<file path="config.mk">
export PLATFORM = sky130hd
export DESIGN_NAME = epu_layer_sequencer
export DESIGN_NICKNAME = d
export VERILOG_FILES = /design/src/rtl/conv_acc_pkg.sv /design/src/rtl/layer_watchdog.sv /design/src/rtl/epu_layer_sequencer.sv
export SDC_FILE = /design/constraint.sdc
export NUM_CORES = 1
export LEC_CHECK = 0
export BUFFER_PORTS_ARGS = -buffer_cell sky130_fd_sc_hd__buf_2
export CELL_PAD_IN_SITES_DETAIL_PLACEMENT = 1
export CELL_PAD_IN_SITES_GLOBAL_PLACEMENT = 2
export CORE_ASPECT_RATIO = 1.1
export CORE_UTILIZATION = 25
export DETAILED_ROUTE_END_ITERATION = 7
export PLACE_DENSITY = 0.75
export SLEW_MARGIN = 40
export SYNTH_ARGS = -nofsm -noshare
export SYNTH_HDL_FRONTEND = slang
export SYNTH_SLANG_ARGS = --single-unit
</file>
<file path="constraint.sdc">
create_clock -name clk -period 2.1 [get_ports clk]
set_input_delay 0.63 -clock clk [delete_from_list [all_inputs] [get_ports clk]]
set_output_delay 0.63 -clock clk [all_outputs]
set_load 0.005 [all_outputs]
</file>
<file path="src/rtl/conv_acc_pkg.sv">
// Shared definitions for the EPU conv accelerator: mode bit indices,
// descriptor layout, opcode and sequencer state enums.
package conv_acc_pkg;

   localparam int unsigned IDLE_MODE     = 0;
   localparam int unsigned CONV_3X3_MODE = 1;
   localparam int unsigned FC_MODE       = 2;
   localparam int unsigned MAX_POOL_MODE = 3;

   localparam logic [3:0] MODE_IDLE = 4'b0001 << IDLE_MODE;

   localparam int unsigned DESC_OP_LSB  = 0;
   localparam int unsigned DESC_OP_MSB  = 1;
   localparam int unsigned DESC_REP_LSB = 8;
   localparam int unsigned DESC_REP_MSB = 15;

   typedef enum logic [1:0] {
      OP_CONV_3x3 = 2'b00,
      OP_FC       = 2'b01,
      OP_MAX_POOL = 2'b10,
      OP_END      = 2'b11
   } op_e;

   typedef enum logic [2:0] {
      S_IDLE,
      S_FETCH,
      S_DECODE,
      S_SWITCH,
      S_RUN,
      S_FINISH
   } state_e;

   function automatic logic [3:0] op_to_mode(input op_e op);
      logic [3:0] m;
      m = '0;
      unique case (op)
         OP_CONV_3x3: m[CONV_3X3_MODE] = 1'b1;
         OP_FC:       m[FC_MODE]       = 1'b1;
         OP_MAX_POOL: m[MAX_POOL_MODE] = 1'b1;
         OP_END:      m[IDLE_MODE]     = 1'b1;
         default:     m[IDLE_MODE]     = 1'b1;
      endcase
      return m;
   endfunction

endpackage

</file>
<file path="src/rtl/layer_watchdog.sv">
// RUN-phase watchdog: counts enabled cycles from a clear and flags the
// (2^TO_W-1)th enabled cycle.
module layer_watchdog #(
   parameter int unsigned TO_W = 20
) (
   input  logic clk,
   input  logic rst_n,
   input  logic i_clr,
   input  logic i_en,
   output logic o_expire
);

   localparam logic [TO_W-1:0] ALL_ONES = '1;
   localparam logic [TO_W-1:0] LAST     = ALL_ONES - TO_W'(1);

   logic [TO_W-1:0] r_cnt;

   always_ff @(posedge clk or negedge rst_n) begin
      if (!rst_n) begin
         r_cnt <= '0;
      end else if (i_clr) begin
         r_cnt <= '0;
      end else if (i_en && (r_cnt != ALL_ONES)) begin
         r_cnt <= r_cnt + TO_W'(1);
      end
   end

   // r_cnt holds the number of earlier enabled cycles, so LAST marks the limit cycle
   assign o_expire = i_en && (r_cnt == LAST);

endmodule

</file>
<file path="src/rtl/epu_layer_sequencer.sv">
// Layer-program sequencer: fetches descriptors, steers the conv bus switcher
// mode, starts each unit and waits for its done, stopping on END or error.
module epu_layer_sequencer
   import conv_acc_pkg::*;
#(
   parameter int unsigned DESC_AW = 6,
   parameter int unsigned TO_W    = 20
) (
   input  logic               clk,
   input  logic               rst_n,
   input  logic               start,
   input  logic [DESC_AW-1:0] base_addr,
   output logic               busy,
   output logic               done,
   output logic               err,
   output logic [DESC_AW-1:0] layer_idx,
   output logic [3:0]         mode,
   output logic               unit_start,
   input  logic               unit_done,
   output logic               desc_cs,
   output logic               desc_oe,
   output logic [DESC_AW-1:0] desc_addr,
   input  logic [31:0]        desc_rdata
);

   state_e             r_state, w_state_nxt;
   logic [DESC_AW-1:0] r_addr;
   op_e                r_op;
   logic [7:0]         r_rep;
   logic               r_err;
   logic               r_first;
   logic               w_expire;
   logic               w_done_ok;
   logic               w_err_set;
   op_e                w_op;
   logic [7:0]         w_rep;
   logic [21:0]        w_unused_desc;

   assign w_op          = op_e'(desc_rdata[DESC_OP_MSB:DESC_OP_LSB]);
   assign w_rep         = desc_rdata[DESC_REP_MSB:DESC_REP_LSB];
   assign w_unused_desc = {desc_rdata[31:16], desc_rdata[7:2]};

   // unit_done is only meaningful after the unit_start cycle of a RUN
   assign w_done_ok = (r_state == S_RUN) && !r_first && unit_done;

   layer_watchdog #(.TO_W(TO_W)) u_watchdog (
      .clk      (clk),
      .rst_n    (rst_n),
      .i_clr    (r_state != S_RUN),
      .i_en     (r_state == S_RUN),
      .o_expire (w_expire)
   );

   always_comb begin
      w_state_nxt = r_state;
      w_err_set   = 1'b0;
      unique case (r_state)
         S_IDLE:   if (start) w_state_nxt = S_FETCH;
         S_FETCH:  w_state_nxt = S_DECODE;
         S_DECODE: w_state_nxt = (w_op == OP_END) ? S_FINISH : S_SWITCH;
         S_SWITCH: w_state_nxt = S_RUN;
         S_RUN: begin
            if (w_done_ok) begin
               if (r_rep > 8'd1) begin
                  w_state_nxt = S_SWITCH;
               end else if (r_addr == '1) begin
                  w_err_set   = 1'b1;
                  w_state_nxt = S_FINISH;
               end else begin
                  w_state_nxt = S_FETCH;
               end
            end else if (w_expire) begin
               w_err_set   = 1'b1;
               w_state_nxt = S_FINISH;
            end
         end
         S_FINISH: w_state_nxt = S_IDLE;
         default:  w_state_nxt = S_IDLE;
      endcase
   end

   always_ff @(posedge clk or negedge rst_n) begin
      if (!rst_n) begin
         r_state <= S_IDLE;
         r_addr  <= '0;
         r_op    <= OP_CONV_3x3;
         r_rep   <= '0;
         r_err   <= 1'b0;
         r_first <= 1'b0;
      end else begin
         r_state <= w_state_nxt;
         r_first <= (r_state == S_SWITCH);
         if ((r_state == S_IDLE) && start) begin
            r_addr <= base_addr;
            r_err  <= 1'b0;
         end
         if (r_state == S_DECODE) begin
            r_op  <= w_op;
            r_rep <= (w_rep == '0) ? 8'd1 : w_rep;
         end
         if (w_done_ok) begin
            if (r_rep > 8'd1) begin
               r_rep <= r_rep - 8'd1;
            end else if (r_addr != '1) begin
               r_addr <= r_addr + DESC_AW'(1);
            end
         end
         if (w_err_set) r_err <= 1'b1;
      end
   end

   assign busy       = (r_state != S_IDLE);
   assign done       = (r_state == S_FINISH);
   assign err        = r_err;
   assign layer_idx  = r_addr;
   assign desc_addr  = r_addr;
   assign desc_cs    = (r_state == S_FETCH);
   assign desc_oe    = (r_state == S_FETCH);
   assign unit_start = (r_state == S_RUN) && r_first;
   assign mode       = ((r_state == S_SWITCH) || (r_state == S_RUN)) ? op_to_mode(r_op)
                                                                     : MODE_IDLE;

endmodule
</file>
==> run_results.csv <==
group,metric,value,unit
status,outcome,"finished, final reports clean",
worst_setup_path,end_kind,"output pin",
yosys,netlist_area,2680,sq um
pwr,cellLeakagePower,1.35,nW
sta,timing.final.crit_period,2.03,ns
yosys,synth_cell_types,54,
floorplanning,io_pins,64,
floorplanning,dieArea,11100,sq um
yosys,syn_area_per_cell,9.03,sq um
sta,slew_violations,0,
global_route,first_global_vias,2614,
global_route,grt_max_degree,42,
worst_setup_path,cp_max_fo,4,
yosys,yosys_warnings,0,
yosys,syn_inst,297,
cells_and_area,synthToLayoutAreaGrowth,25.1,%
global_route,grt_overflow,0,
sta,setup-violations-final,0,
global_route,antenna_found_initial,0,
sta,timing.hold.ws,0.310,ns
pwr,ir_drop,367,uV
clocking,cts_buffers,5,
detailed_routing,wl_per_cell,16.1,um
place,dp_hpwl,5770,um
sta,finalClockSkew,0.00628,ns
cells_and_area,finalNetCount,394,
cells_and_area,drive_above_1_share,0.290,
detailed_routing,drc_errors,0,
floorplanning,die_h,111,um
worst_setup_path,required,1.47,ns
clocking,root_buffer,"clkbuf_16",
hold_path,worstHoldPathType,"input port to asynchronous set/reset pin",
place,port_buffers,41,
sta,rsz0062_at_grt,"true",
floorplanning,rows,39,
clocking,cts_tree,"yes",
clocking,path_clk_slew,0.07,ns
yosys,yosysSeqAreaShare,0.383,
sta,tightestPinTransition,0.470,ns
floorplanning,initial_core_util,0.258,
clocking,clkSinkCount,41,
floorplanning,die_w,101,um
worst_setup_path,arrival,1.40,ns
sta,max_freq,492,MHz
worst_setup_path,start_kind,"flop",
worst_setup_path,r2r_slack,0.11,ns
pwr,power.density,1090,nW/um^2
clocking,clock_latency,0.28,ns
worst_setup_path,r2r_cells,4,
clocking,clockBufferDepth,2,
yosys,syn_nets,344,
sta,relSlewSlack,0.684,
worst_setup_path,path_class,"flop to output pin",
cells_and_area,diodes,0,
floorplanning,coreArea,10400,sq um
detailed_routing,drt-vias-per-instance,5.21,
yosys,ys_ff_latch,41,
job,drv_cap,0,
place,gp_congestion,0.747,
detailed_routing,drt_pass1_iterations,4,
sta,fin_crit_sh,0.968,
global_route,grt_pass1_wl,13200,um
detailed_routing,dr.first_iter.drc_count,116,
sta,hold_viol_final,0,
detailed_routing,drt-total-wl,7890,um
cells_and_area,final_cells,491,
detailed_routing,vias,2559,
worst_setup_path,reg2reg_to,"r_rep[2]",
clocking,cts.htree.levels,2,
place,dpl_cell_area,3110,sq um
place,place_inst,483,
cells_and_area,stdcell_area,3350,sq um
global_route,grtUsageTotal,0.147,
detailed_routing,ant_nets,0,
worst_setup_path,worstReg2RegStart,"r_rep[6]",
## sequential cells by signal, indices dropped and copies added (netlist names)
register          cells
r_rep                 8
u_watchdog.r_cnt     20
r_first               1
r_op                  2
desc_addr             6
r_state               3
err                   1
## cell usage in the layout (no fill, tap or decap), types with 7 or more instances in the layout
master,n
nand2_1,28
a21oi_1,20
nand3_1,16
nor3_1,11
o21ai_0,12
buf_2,41
nand4_1,8
inv_1,7
buf_4,25
dfrtp_1,39
nor2_1,16
a211oi_1,11
## worst max path at each step
stage,cells after the start,to,start
final,5,mode[2],r_state[1]
after global routing,5,mode[2],r_state[1]
after CTS,5,mode[3],r_state[1]
after detailed placement,4,r_rep[2],r_rep[6]
after global placement,4,desc_addr[4],r_rep[6]
after floorplan,5,desc_addr[4],r_rep[6]
## timing repair
action / 4_1_cts / 5_1_grt
pin swaps: 0 / 1
resized for setup: 6 / 7
setup buffers: 0 / 0
endpoints found under the setup margin: 6 / 3
hold buffers: 0 / 0
## stage by stage
stage | setup TNS, ns | setup WS [ns] | total power [mW] | util
final | 0 | 0.0680 | 3.67 | 0.323
after global routing | -0.0138 | -0.0132 | 3.93 | 0.323
after CTS | 0 | 0.0255 | 3.67 | 0.320
after detailed placement | 0 | 0.133 | 2.60 | 0.299
after global placement | 0 | 0.154 | 2.54 | 0.299
after floorplan | 0 | 0.214 | 2.13 | -
## synthesized netlist by cell type, drive strengths merged
cell | n | area [sq um]
a2111o | 6 | 67.6
a211oi | 11 | 82.6
a21o | 3 | 22.5
a21oi | 20 | 100
a221o | 2 | 20.0
a311oi | 3 | 26.3
a31o | 1 | 8.76
a31oi | 6 | 37.5
and2 | 3 | 18.8
and3 | 9 | 60.1
and3b | 1 | 8.76
and4 | 4 | 35.0
buf | 16 | 126
clkbuf | 8 | 40.0
dfrtp | 41 | 1030
ha | 5 | 62.6
inv | 7 | 26.3
mux2i | 2 | 20.0
nand2 | 29 | 111
nand2b | 3 | 18.8
nand3 | 16 | 80.1
nand4 | 8 | 50.1
nand4b | 1 | 8.76
nor2 | 18 | 70.1
nor2b | 1 | 6.26
nor3 | 13 | 65.1
nor3b | 7 | 52.6
nor4 | 7 | 73.8
nor4b | 1 | 15.0
o211ai | 2 | 15.0
o21ai | 12 | 60.1
o221ai | 2 | 17.5
o22ai | 1 | 6.26
o311ai | 2 | 35.0
o31ai | 6 | 45.0
o32ai | 2 | 17.5
o41ai | 2 | 17.5
or2 | 3 | 18.8
or3 | 4 | 30.0
or3b | 1 | 11.3
or4 | 6 | 48.8
xnor2 | 2 | 17.5
## logic make-up (layout without fill, tap and decap cells)
group | count (synthesis) | count (layout) | synth area share
AO/OA/AOI/OAI | 81 | 81 | 0.216
XOR/XNOR | 2 | 2 | 0.00653
adder cells (fa/ha/maj) | 5 | 5 | 0.0233
buffers and inverters | 31 | 82 | 0.0719
flip-flops | 41 | 41 | 0.383
multiplexers | 2 | 2 | 0.00747
AND/OR/NAND/NOR | 135 | 135 | 0.292
## metal layers
| layer | vias up | global-route usage | wire [um] |
|---|---|---|---|
| met3 | 5 | 0.0234 | 183 |
| li1 | 1230 | - | - |
| met2 | 39 | 0.251 | 3990 |
| met1 | 1285 | 0.195 | 3660 |
| met5 | - | 0 | 0 |
| met4 | 0 | 0.0309 | 57 |
## critical path, stage by stage, from the launching register on
cell and delay (ns):
dfrtp_2 0.42, nor2b_4 0.18, and2_4 0.17, nor2_4 0.05, nor3b_2 0.17, buf_2 0.13
## report_power, final
group          total (mW)  leakage (nW)  internal (mW)  switching [mW]
clock network        1.00        0.0938          0.679           0.325
logic                1.42         0.730          0.684           0.741
registers            1.24         0.528          0.984           0.258
total                3.67          1.35           2.35            1.32
## area by class of cell
cell class	instances	area (sq um)
clock buffer	5	125
clock inverter	3	65.1
timing repair buffer	67	413
multi-input combinational	225	1520
tap	143	179
inverter	7	26.3
sequential	41	1030
fill	1249	7040
No activity file was read; power rests on OpenSTA's default activity.
